==> config.mk <==
export PLATFORM = sky130hd
export DESIGN_NAME = mem_stage
export DESIGN_NICKNAME = d
export VERILOG_FILES = /design/src/rtl/mem_stage.sv
export SDC_FILE = /design/constraint.sdc
export NUM_CORES = 1
export LEC_CHECK = 0
export BUFFER_PORTS_ARGS = -buffer_cell sky130_fd_sc_hd__buf_4
export CORE_AREA = 2 2 165 167
export CTS_CLUSTER_SIZE = 30
export DETAILED_ROUTE_END_ITERATION = 12
export DIE_AREA = 0 0 167 169
export HOLD_SLACK_MARGIN = 0.02
export PLACE_DENSITY = 0.74
export SLEW_MARGIN = 20
export SYNTH_ARGS = -nofsm -noshare
export SYNTH_HDL_FRONTEND = slang
export SYNTH_SLANG_ARGS = --single-unit
==> constraint.sdc <==
create_clock -name clk -period 4 [get_ports clk]
set_clock_uncertainty 0.2 [all_clocks]
set_input_delay 0.4 -clock clk [delete_from_list [all_inputs] [get_ports clk]]
set_output_delay 0.4 -clock clk [all_outputs]
set_load 0.1 [all_outputs]
==> src/rtl/mem_stage.sv <==
// MEM stage of the LoongArch 5-stage pipeline: waits for the data-SRAM response,
// aligns load data and hands the instruction to WB; drops responses of flushed loads.
module mem_stage #(
  parameter int EBUS_W     = 16,
  parameter int CSR_CTRL_W = 80
) (
  input  logic                  clk,
  input  logic                  reset,
  input  logic                  in_valid,
  output logic                  mem_allow_in,
  input  logic [31:0]           in_pc,
  input  logic [31:0]           in_alu_result,
  input  logic [4:0]            in_rf_waddr,
  input  logic                  in_rf_we,
  input  logic                  in_res_from_mem,
  input  logic [2:0]            in_ld_op,
  input  logic                  in_req_sent,
  input  logic                  in_res_from_csr,
  input  logic                  in_ertn,
  input  logic [CSR_CTRL_W-1:0] in_csr_ctrl,
  input  logic [EBUS_W-1:0]     in_ebus,
  input  logic                  data_sram_data_ok,
  input  logic [31:0]           data_sram_rdata,
  input  logic                  wb_flush,
  input  logic                  wb_allow_in,
  output logic                  mem_valid,
  output logic                  mem_ready_go,
  output logic [31:0]           out_pc,
  output logic [31:0]           out_final_result,
  output logic [4:0]            out_rf_waddr,
  output logic                  out_rf_we,
  output logic                  out_res_from_csr,
  output logic                  out_ertn,
  output logic [CSR_CTRL_W-1:0] out_csr_ctrl,
  output logic [EBUS_W-1:0]     out_ebus,
  output logic                  fwd_we,
  output logic [4:0]            fwd_waddr,
  output logic [31:0]           fwd_wdata,
  output logic                  fwd_block,
  output logic                  mem_ex_block
);

  typedef struct packed {
    logic [31:0]           pc;
    logic [31:0]           alu_result;
    logic [4:0]            rf_waddr;
    logic                  rf_we;
    logic                  res_from_mem;
    logic [2:0]            ld_op;
    logic                  res_from_csr;
    logic                  ertn;
    logic [CSR_CTRL_W-1:0] csr_ctrl;
    logic [EBUS_W-1:0]     ebus;
  } inst_t;

  inst_t       inst_q, inst_d;
  logic        mem_valid_q, mem_valid_d;
  logic        need_resp_q, need_resp_d;
  logic        resp_got_q, resp_got_d;
  logic [1:0]  discard_cnt_q, discard_cnt_d;
  logic [31:0] rdata_buf_q, rdata_buf_d;

  logic        data_ok_live;
  logic        ready_go;
  logic        allow_in;
  logic        accept;
  logic        waiting;
  logic [1:0]  flush_inc;
  logic        discard_dec;
  logic [2:0]  discard_sum;
  logic [31:0] rdata_cur;
  logic [7:0]  ld_byte;
  logic [15:0] ld_half;
  logic [31:0] ld_aligned;
  logic [31:0] final_result;

  always_comb begin
    data_ok_live = data_sram_data_ok & (discard_cnt_q == 2'd0);
    waiting      = need_resp_q & ~resp_got_q & ~data_ok_live;
    ready_go     = ~waiting;
    allow_in     = ~mem_valid_q | (ready_go & wb_allow_in);
    accept       = in_valid & allow_in & ~wb_flush;

    // Each flushed request still in flight returns one response that must be swallowed.
    flush_inc    = {1'b0, wb_flush & mem_valid_q & waiting}
                 + {1'b0, wb_flush & in_valid & in_req_sent};
    discard_dec  = data_sram_data_ok & (discard_cnt_q != 2'd0);
    discard_sum  = {1'b0, discard_cnt_q} + {1'b0, flush_inc} - {2'b00, discard_dec};
    discard_cnt_d = (discard_sum > 3'd2) ? 2'd2 : discard_sum[1:0];

    inst_d      = inst_q;
    mem_valid_d = mem_valid_q;
    need_resp_d = need_resp_q;
    resp_got_d  = resp_got_q;
    rdata_buf_d = rdata_buf_q;

    if (data_ok_live & mem_valid_q & need_resp_q & ~resp_got_q) begin
      rdata_buf_d = data_sram_rdata;
      resp_got_d  = 1'b1;
    end

    if (wb_flush) begin
      mem_valid_d = 1'b0;
    end else if (accept) begin
      mem_valid_d = 1'b1;
      need_resp_d = in_req_sent;
      resp_got_d  = 1'b0;
      inst_d.pc           = in_pc;
      inst_d.alu_result   = in_alu_result;
      inst_d.rf_waddr     = in_rf_waddr;
      inst_d.rf_we        = in_rf_we;
      inst_d.res_from_mem = in_res_from_mem;
      inst_d.ld_op        = in_ld_op;
      inst_d.res_from_csr = in_res_from_csr;
      inst_d.ertn         = in_ertn;
      inst_d.csr_ctrl     = in_csr_ctrl;
      inst_d.ebus         = in_ebus;
    end else if (allow_in) begin
      mem_valid_d = 1'b0;
    end
  end

  // A response arriving in the current cycle is used directly, no buffering delay.
  always_comb begin
    rdata_cur = resp_got_q ? rdata_buf_q : data_sram_rdata;
    case (inst_q.alu_result[1:0])
      2'd0:    ld_byte = rdata_cur[7:0];
      2'd1:    ld_byte = rdata_cur[15:8];
      2'd2:    ld_byte = rdata_cur[23:16];
      default: ld_byte = rdata_cur[31:24];
    endcase
    ld_half = inst_q.alu_result[1] ? rdata_cur[31:16] : rdata_cur[15:0];
    case (inst_q.ld_op)
      3'b001:  ld_aligned = {{24{ld_byte[7]}}, ld_byte};
      3'b101:  ld_aligned = {24'd0, ld_byte};
      3'b010:  ld_aligned = {{16{ld_half[15]}}, ld_half};
      3'b110:  ld_aligned = {16'd0, ld_half};
      default: ld_aligned = rdata_cur;
    endcase
    final_result = inst_q.res_from_mem ? ld_aligned : inst_q.alu_result;
  end

  always_ff @(posedge clk) begin
    if (reset) begin
      inst_q        <= '0;
      mem_valid_q   <= 1'b0;
      need_resp_q   <= 1'b0;
      resp_got_q    <= 1'b0;
      discard_cnt_q <= 2'd0;
      rdata_buf_q   <= 32'd0;
    end else begin
      inst_q        <= inst_d;
      mem_valid_q   <= mem_valid_d;
      need_resp_q   <= need_resp_d;
      resp_got_q    <= resp_got_d;
      discard_cnt_q <= discard_cnt_d;
      rdata_buf_q   <= rdata_buf_d;
    end
  end

  assign mem_valid        = mem_valid_q;
  assign mem_ready_go     = ready_go;
  assign mem_allow_in     = allow_in;
  assign out_pc           = inst_q.pc;
  assign out_final_result = final_result;
  assign out_rf_waddr     = inst_q.rf_waddr;
  assign out_rf_we        = inst_q.rf_we & mem_valid_q;
  assign out_res_from_csr = inst_q.res_from_csr;
  assign out_ertn         = inst_q.ertn;
  assign out_csr_ctrl     = inst_q.csr_ctrl;
  assign out_ebus         = inst_q.ebus;
  assign fwd_we           = mem_valid_q & inst_q.rf_we & ~|inst_q.ebus;
  assign fwd_waddr        = inst_q.rf_waddr;
  assign fwd_wdata        = final_result;
  assign fwd_block        = mem_valid_q & ((inst_q.res_from_mem & ~ready_go) | inst_q.res_from_csr);
  assign mem_ex_block     = mem_valid_q & (|inst_q.ebus | inst_q.ertn);

endmodule

## Word level (Yosys, flattened, before mapping)

Cells that the tools add are included.

| cells by class | value |
|---|---|
| $add $sub $neg | 3 |
| $lt $le $gt $ge | 1 |
| equality and inequality tests | 6 |
| muxes and demuxes | 11 |
| bitwise logic cells | 27 |
| reduce and logical (&&, ||, !) cells | 9 |

Operators with widths:

| operator | count |
|---|---|
| $pmux 32 s4 | 1 |
| $mux 32 | 2 |
| $pmux 8 s3 | 1 |
| $and 1x1->1 | 19 |
| $mux 16 | 1 |
| $reduce_or 16->1 | 1 |
| $eq 3x3->1 const B | 2 |
| $mux 1 | 5 |
| $not 1->1 | 5 |
| $logic_not 2->1 | 2 |
| $reduce_bool 2->1 | 2 |
| $reduce_or 2->1 | 2 |
| $add 2x2->3 | 1 |
| $eq 3x1->1 const B | 1 |
| $eq 3x2->1 const B | 1 |
| $gt 3x2->1 const B | 1 |
| $or 1x1->1 | 3 |
| $sub 3x1->3 | 1 |
| $add 1x1->2 | 1 |
| $eq 2x1->1 const B | 1 |
| $eq 2x2->1 const B | 1 |
| $mux 2 | 1 |
| $reduce_and 2->1 | 1 |
| $logic_not 1->1 | 1 |

| word-level totals | value |
|---|---|
| flip-flop bits (word level) | 209 |
| input bits | 211 |
| output and inout port bits | 211 |
| logic and storage cells | 73 |

## Longest topological paths before layout

Gate-level depths: netlist of the first run.

| logic depth | value |
|---|---|
| depth in word-level cells | 11 |
| gate-level depth with buffers | 11 |
| mapped depth without buffers | 10 |

## Least setup slack after synthesis of the first run

Ideal clock, no wire load.

| timing path | value |
|---|---|
| kind | reg-to-output |
| from | register inst_q[108] in the netlist's numbering |
| to | output port out_final_result[10] |
| arrival | 3.416 ns |
| data required time | 3.400 ns |
| slack | -0.016 ns |
| cell stages (with the launch flop) | 7 |
| buffers on the path | 2 |
| cell sequence | dfxtp_1 -> clkbuf_1 -> nor2b_1 -> a22oi_2 -> nand4b_2 -> a31oi_1 -> buf_4 |

| between the ends | value |
|---|---|
| longest elaborated chain between the ends | 4 |
| elaborated cells on any way between the ends | 6 |
| classes of those cells | eq/ne (2); mux (3); reduce/logical (1) |

Ends and longest elaborated chain:

| element | RTL line | text |
|---|---|---|
| from (decl) | 56 | `inst_t inst_q, inst_d;` |
| from (signal assigned) | 152 | `inst_q <= inst_d;` |
| $eq 2x2->1 (tied with other cells) | 126 | `case (inst_q.alu_result[1:0])` |
| $pmux 8 s3 * | 126 |  |
| $pmux 32 s4 * | 133 | `case (inst_q.ld_op)` |
| $mux 32 * | 140 | `final_result = inst_q.res_from_mem ? ld_aligned : inst_q.alu_result;` |
| to (decl) | 29 | `output logic [31:0] out_final_result,` |

Mark *: on every way between the ends. The rest lies on a longest branch, timed or not.

## Worst setup path in the final report of the first run

| timing path | value |
|---|---|
| from | register resp_got_q |
| to | output port out_final_result[7] |

| between the ends | value |
|---|---|
| longest elaborated chain between the ends | 4 |
| elaborated cells on any way between the ends | 5 |
| classes of those cells | mux (5) |

Ends and longest elaborated chain:

| element | RTL line | text |
|---|---|---|
| from (decl) | 59 | `logic resp_got_q, resp_got_d;` |
| from (signal assigned) | 155 | `resp_got_q <= resp_got_d;` |
| $mux 32 * | 125 | `rdata_cur = resp_got_q ? rdata_buf_q : data_sram_rdata;` |
| $pmux 8 s3 / $mux 16 (equally long branches) | 126, 132 |  |
| $pmux 32 s4 * | 133 |  |
| $mux 32 * | 140 |  |

Marked as above.

==> metrics.md, run 1 <==
| Metric | Value |
|---|---|
| Sink Count | between 200 and 250 |
| # rows | 60 |
| Die ar. | approximately 28000 sq um |
| Fin. max-slew vios | 0 |
| Synth Register Bits | 209 |
| Arrival @ worst endpoint | roughly 3.2 ns |
| Largest family of logic cells by synthesized area | simple AND/OR/NAND/NOR gates |
| Post-Synth Simple-Gate Area | 22.84% |
| Port Buf Inserts | about 420 |
| Final antenna-violating net count | 0 |
| Post-synthesis sequential area ratio | 35.01% |
| Crit path time final | 3.752 ns |
| Complex-gate fraction of the synthesized area | about 5.6% |
| CTS Buf Count | 24 |
| FMAX | between 200 and 300 MHz |
| CP endpoint kind | output port |
| Final routed DRC violation total | 0 |
| Number of detailed-route iterations in the first pass | 5 |
| Drt via density | between 4 and 5 |
| Startpoint class of the critical path | flip-flop |
| Cell Pwr Density | slightly below 400 nW/um^2 |
| Core Box Area | 26500 sq um |
| Post-Syn Instances | roughly 1300 |
| WS Path Type | flip-flop to output port |
| Tightest Pin Transition | between 1 and 1.5 ns |
| Final hold slack | around 0.14 ns |
| Mux contribution to synthesized area | roughly a fifth |
| GRT Total Usage | approximately a quarter |
| CTS clk-pin slew, worst paths | roughly 0.06 ns |
| Post-synth net total | between 1000 and 1500 |
| Drt wl/cell | 17.77 um |
| Synth-to-Final Area Change | 40.06% |
| Req. time, crit path | roughly 3.4 ns |
| Initial Util | a little under half |
| Post-Syn Area | around 12000 sq um |
| Post-CTS setup buffer count | 0 |
| Status | completed |
| First-pass GRT wire length | around 56000 um |
| Area share of fa/ha/maj cells after synthesis | less than 1% |
| Htree depth | 1 |
| Remaining Overflow, GRT | 0 |
| Clock Path Buffers | 3 |
| Worst hold path class | input port to flip-flop |
| XOR/XNOR Fraction of Synth Area | 0.2199% |
| Die width | about 170 um |
| Yosys cell types | 53 |
| Setup violators final | 0 |
| Most frequent cells in the layout | buf_4 (427), nand2b_1 (350), mux2i_1 (235) |
| RSZ-0062 raised after global routing | false |
| Pre-CTS setup slack | just under 0.9 ns |
| CTS tree | yes |
| Synth Flop Type | dfxtp_1 |
| Setup ws final | about 0.25 ns |
| Post-synthesis average cell area | approximately 9.3 sq um |
| Nets | 1907 |
| Final Hold Viols | 0 |
| WL final | 36480 um |
| Share of cells above drive strength 1 | just under 30% |
| I/O Pins | ~420 |
| Final TNS setup | 0 ns |
| Static Leak | 0.007052 uW |
| Vias in the first global route | about 10000 |
| Antenna violations before repair | 3 |
| EDFF count, synth | 0 |
| Placer Congestion | 0.9932 |
| Largest net degree at the start of global routing | 181 |
| Total number of vias | roughly 10000 |
| IR drop worst, VDD | ~0.00032 V |
| 1st-iter DRT viols | around 830 |
| Clock Latency Late Sink | about 0.51 ns |
| Most common cell after layout, fill and taps aside | buf_4 |
| Post-synth ARST share | 0% |
| Max Cap Violations | 0 |
| Critical path peak fanout | 26 |
| Slew HR | 28.61% |
| Fin crit share | a little over nine tenths |
| Clock Root Buffer | clkbuf_16 |
| Synth warnings | 0 |
| Die Y | roughly 170 um |
| DP HPWL | about 23000 um |
stage by stage:
stage / util [%] / instances / cell area [sq um] / power, uW
6_report: 63.16 / 2053 / 16740 / 6579
2_1_floorplan: - / 1285 / 11950 / 3890
5_1_grt: 63.16 / 2053 / 16740 / 6810
4_1_cts: 63.14 / 2051 / 16730 / 6603
3_5_place_dp: 52.34 / 1801 / 13870 / 4240
3_3_place_gp: 52.34 / 1801 / 13870 / 4222
area by class of cell:
cell class                 instances  area (sq um)
fill                            2083          9763
tap                              341         426.7
multi-input combinational        813          5954
inverter                           7         26.28
clock buffer                      34         719.4
clock inverter                     9         70.07
antenna                            2         5.005
timing repair buffer             638          5349
sequential                       209          4187
final timing paths:
| kind | startpoint | end | slack, ns | depth (start not counted) |
|---|---|---|---|---|
| setup reg to reg | resp_got_q | discard_cnt_q[0] | 1.05 | 8 |
| hold reg to reg | out_pc[29] | out_pc[29] | 0.27 | 2 |
| setup / recovery | resp_got_q | out_final_result[7] | 0.25 | 5 |
| hold / removal | in_valid | discard_cnt_q[0] | 0.14 | 4 |
synth_stat cells, types with 7 or more instances:
master	n	area, sq um
nand2b_1	350	2190
mux2i_1	235	2352
dfxtp_1	209	4184
buf_4	178	1336
nor2_1	70	262.8
clkbuf_1	52	195.2
a21oi_1	19	95.09
buf_6	18	202.7
nand2_1	18	67.56
o22ai_1	16	100.1
a31oi_1	10	62.56
mux2_2	10	112.6
nand3_1	8	40.04
inv_1	7	26.28
o21ai_0	7	35.03
power by group:
| group | leakage [uW] | internal (uW) | switching [uW] |
|---|---|---|---|
| combinational | 0.00495 | 673 | 1450 |
| clock | 0.000400 | 1310 | 881 |
| sequential | 0.00171 | 2180 | 80.0 |
critical path: stages, from the launching register on:
cell and delay, ns:
dfxtp_2 0.80, mux2i_1 0.29, a22oi_2 0.35, nand3_2 0.30
a31oi_1 0.49, buf_4 0.38
sequential cells by signal (all words and copies together) (netlist names):
register,count
mem_valid,1
out_ebus,16
resp_got_q,1
fwd_waddr,5
out_csr_ctrl,80
discard_cnt_q,2
need_resp_q,1
out_res_from_csr,1
out_pc,32
rdata_buf_q,32
out_ertn,1
inst_q,37
cells by family after synthesis:
group           Yosys count
compound gates           94
xor+xnor                  3
fa+ha+maj                 3
buf+inv                 263
flops                   209
mux                     245
simple gates            468
timing repair:
| item | in CTS | in global routing |
|---|---|---|
| endpoints found under the hold margin | 206 | 0 |
| resized for setup | 0 | 0 |
| hold buffers | 207 | 0 |
per-layer routing:
layer / up-vias / wire length (um) / GRT usage (%)
met4: 2 / 1321 / 9.895
met2: 437 / 18510 / 44.12
met5: - / 13 / 0
met1: 4790 / 14160 / 27.93
li1: 4910 / - / -
met3: 94 / 2475 / 5.050
(Power assumes the default switching activity.)
==> run 2, diff against run 1 <==
--- a/config.mk
+++ b/config.mk
@@ -5,13 +5,14 @@
 export SDC_FILE = /design/constraint.sdc
 export NUM_CORES = 1
 export LEC_CHECK = 0
+export ABC_AREA = 1
 export BUFFER_PORTS_ARGS = -buffer_cell sky130_fd_sc_hd__buf_4
-export CORE_AREA = 2 2 165 167
+export CORE_AREA = 2 2 166 168
 export CTS_CLUSTER_SIZE = 30
 export DETAILED_ROUTE_END_ITERATION = 12
-export DIE_AREA = 0 0 167 169
+export DIE_AREA = 0 0 168 170
 export HOLD_SLACK_MARGIN = 0.02
-export PLACE_DENSITY = 0.74
+export PLACE_DENSITY = 0.67
 export SLEW_MARGIN = 20
 export SYNTH_ARGS = -nofsm -noshare
 export SYNTH_HDL_FRONTEND = slang
==> run 2 against run 1 <==
Net effect: die area increased by 1.2%; critical path depth up 4; non-clock buffer count is 5 lower; combinational power grew 17%; via count increased by 3.7%; sequential power up 2%; synthesized cell count grew 12%; final cell count up 7.5%; sequential share of layout area increased by 2.9 points; power is 6.0% higher; critical endpoint unchanged; largest power group is now combinational logic; highest routed layer is now met4.
==> metrics.md, run 2 <==
| Metric | Value |
|---|---|
| Reg2reg end | discard_cnt_q[0] |
| WL final | 35170 um |
| Static Leak | 0.006923 uW |
| Setup violators final | 0 |
| Clock Path Buffers | 3 |
| Status | completed |
| Final routed DRC violation total | 0 |
| Cell Pwr Density | approximately 470 nW/um^2 |
| 1st-iter DRT viols | approximately 800 |
| Synth warnings | 0 |
| First-pass GRT wire length | approximately 54000 um |
| Final antenna-violating net count | 0 |
| Synth area leader | dfxtp_1 |
| Post-synthesis sequential area ratio | about two fifths |
| Critical path, cell by cell | inv_1, nand2_1, nand2_1, inv_1, nand3_1, nand3_1, nor2_1, a21oi_1, buf_4 |
| Commonest cells post-synth | nor2_1 (421), dfxtp_1 (209), o21ai_0 (203) |
| CTS clk-pin slew, worst paths | 0.06 ns |
| Worst Hold Endpoint | rdata_buf_q[8] |
| Remaining Overflow, GRT | 0 |
| Yosys top cell area share | roughly 40% |
| Synth Register Bits | roughly 210 |
| Max stage delay on crit path | 0.47 ns |
| Share of cells above drive strength 1 | a little over a quarter |
| Arrival @ worst endpoint | between 2 and 3 ns |
| Drt wl/cell | about 16 um |
| Most common cell in the netlist | nor2_1 |
| Hold path depth | 3 |
| Post-synthesis average cell area | roughly 7 sq um |
| Startpoint class of the critical path | flip-flop |
| Placer Congestion | just under 0.9 |
| Die ar. | 28560 sq um |
| Critical path peak fanout | 20 |
| Crit path time final | ~3.5 ns |
| Post-CTS Resized | 0 |
| RSZ-0062 raised after global routing | false |
| Total number of vias | between 10000 and 15000 |
| Clock Latency Late Sink | 0.53 ns |
| Most common cell after layout, fill and taps aside | buf_4 |
| Initial Util | between 30% and 40% |
| Yosys cell types | 34 |
| Metal-1 WL | 14700 um |
| Fin crit share | 86.97% |
| DP HPWL | about 23000 um |
| CTS Buf Count | 24 |
| # rows | 60 |
| Final Util | 56.20% |
| Worst R2R Start | resp_got_q |
| Post-synth ARST share | 0% |
| Htree depth | 1 |
| Slowest-stage cell, CP | inv_1 |
| Vias in the first global route | between 10000 and 15000 |
| Number of detailed-route iterations in the first pass | 5 |
| CTS tree | yes |
| CP endpoint kind | output port |
| FMAX | between 200 and 300 MHz |
| EDFF count, synth | 0 |
| Antenna violations before repair | 3 |
| Drt via density | approximately 4.8 |
| Final Hold Viols | 0 |
| Die width | ~170 um |
| Port Buf Inserts | between 400 and 500 |
| Largest register FFs | 80 |
| Post-Syn Instances | 1444 |
| Area contributors post-synth | dfxtp_1 (40%), nor2_1 (15%), buf_4 (12%) |
| Max Used Layer | met4 |
| Core Box Area | 26650 sq um |
| Clock Root Buffer | clkbuf_16 |
| Fin. max-slew vios | 0 |
| Tightest Pin Transition | roughly 0.7 ns |
| I/O Pins | 422 |
| Synth Flop Type | dfxtp_1 |
| Synth-to-Final Area Change | 43.93% |
| Worst path top cell family by delay | buffers and inverters |
| WS Path Type | flip-flop to output port |
| Nets | around 2000 |
| Wire length on met3 | 2348 um |
| Req. time, crit path | approximately 3.4 ns |
| Met2 Wirelength | roughly 17000 um |
| Slew HR | a little over half |
| Post-synth net total | ~1700 |
| R2r setup slk | 1.30 ns |
| Final TNS setup | 0 ns |
| Hold path start | data_sram_rdata[8] |
| Worst hold path class | input port to flip-flop |
| Post-Syn Area | around 10000 sq um |
| Die Y | ~170 um |
| Sink Count | between 200 and 250 |
| Most frequent cells in the layout | buf_4 (428), nor2_1 (421), dfxtp_1 (209) |
| Critical path buffers and inverters | 3 |
| Max Cap Violations | 0 |
| GRT Total Usage | 23.41% |
| Reg2Reg Depth | 8 |
| Largest net degree at the start of global routing | 174 |
| IR drop worst, VDD | around 0.00032 V |
==> run 2: logic make-up (layout without fill, tap and decap cells) <==
logic type                 count (synthesis)  after routing  share of synthesized area [%]
xor gates and xnor gates                   1              1                        0.08418
buffers and inverters                    315            731                          20.74
other                                      0              5                              0
AOI/OAI and AO/OA                        293            293                          14.48
adders and majority gates                  3              3                         0.5050
muxes                                      1              1                        0.09619
DFF                                      209            209                          40.21
and+or+nand+nor                          622            622                          23.89
==> run 2: cell type report <==
type,count,area [sq um]
clock buffer,36,695.7
sequential,209,4184
tap,341,426.7
inverter,57,224.0
timing repair buffer,633,5285
clock inverter,5,86.33
fill,2382,11670
multi-input combinational,920,4064
antenna,5,12.51
==> run 2: worst max path at each step <==
stage	startpoint	end	slack (ns)	cells after the start
2_1_floorplan	resp_got_q	out_final_result[8]	0.27	10
3_3_place_gp	inst_q[99]	out_final_result[7]	1.15	9
3_5_place_dp	inst_q[98]	out_final_result[7]	1.07	9
4_1_cts	inst_q[98]	out_final_result[7]	0.49	9
5_1_grt	inst_q[99]	out_final_result[7]	0.34	9
6_report	inst_q[98]	out_final_result[7]	0.52	9
==> run 2: through the flow <==
stage	instance area, sq um	setup slack, ns	std cells	hold WS, ns	total power (uW)
2_1_floorplan	10410	0.2689	1444	0.2245	4275
6_report	14980	0.5213	2206	0.06911	6973
5_1_grt	14970	0.3391	2204	0.06912	7245
3_3_place_gp	12150	1.146	1957	0.2345	4618
4_1_cts	14970	0.4926	2201	0.02491	7018
3_5_place_dp	12150	1.068	1957	0.2445	4637
==> run 2: routing by layer <==
layer,vias to the layer above,track usage [%]
met5,-,0
met4,0,8.204
met3,77,4.721
met2,412,41.18
met1,4903,28.46
li1,5221,-
==> run 2: what timing repair did <==
item	in CTS	in global routing
hold buffers	203	0
setup buffers	0	0
endpoints found under the hold margin	204	0
==> run 2: tightest hold or removal path: cells and delay by family <==
kind | cells | cell delay, ns
compound gates | 1 | 0.09
buf+inv | 2 | 0.23
==> run 2: power by group <==
group	switching (uW)	total (uW)	internal (uW)
Combinational	1810	2470	664
Clock	875	2200	1320
Sequential	86.1	2300	2220
Total	2770	6970	4200
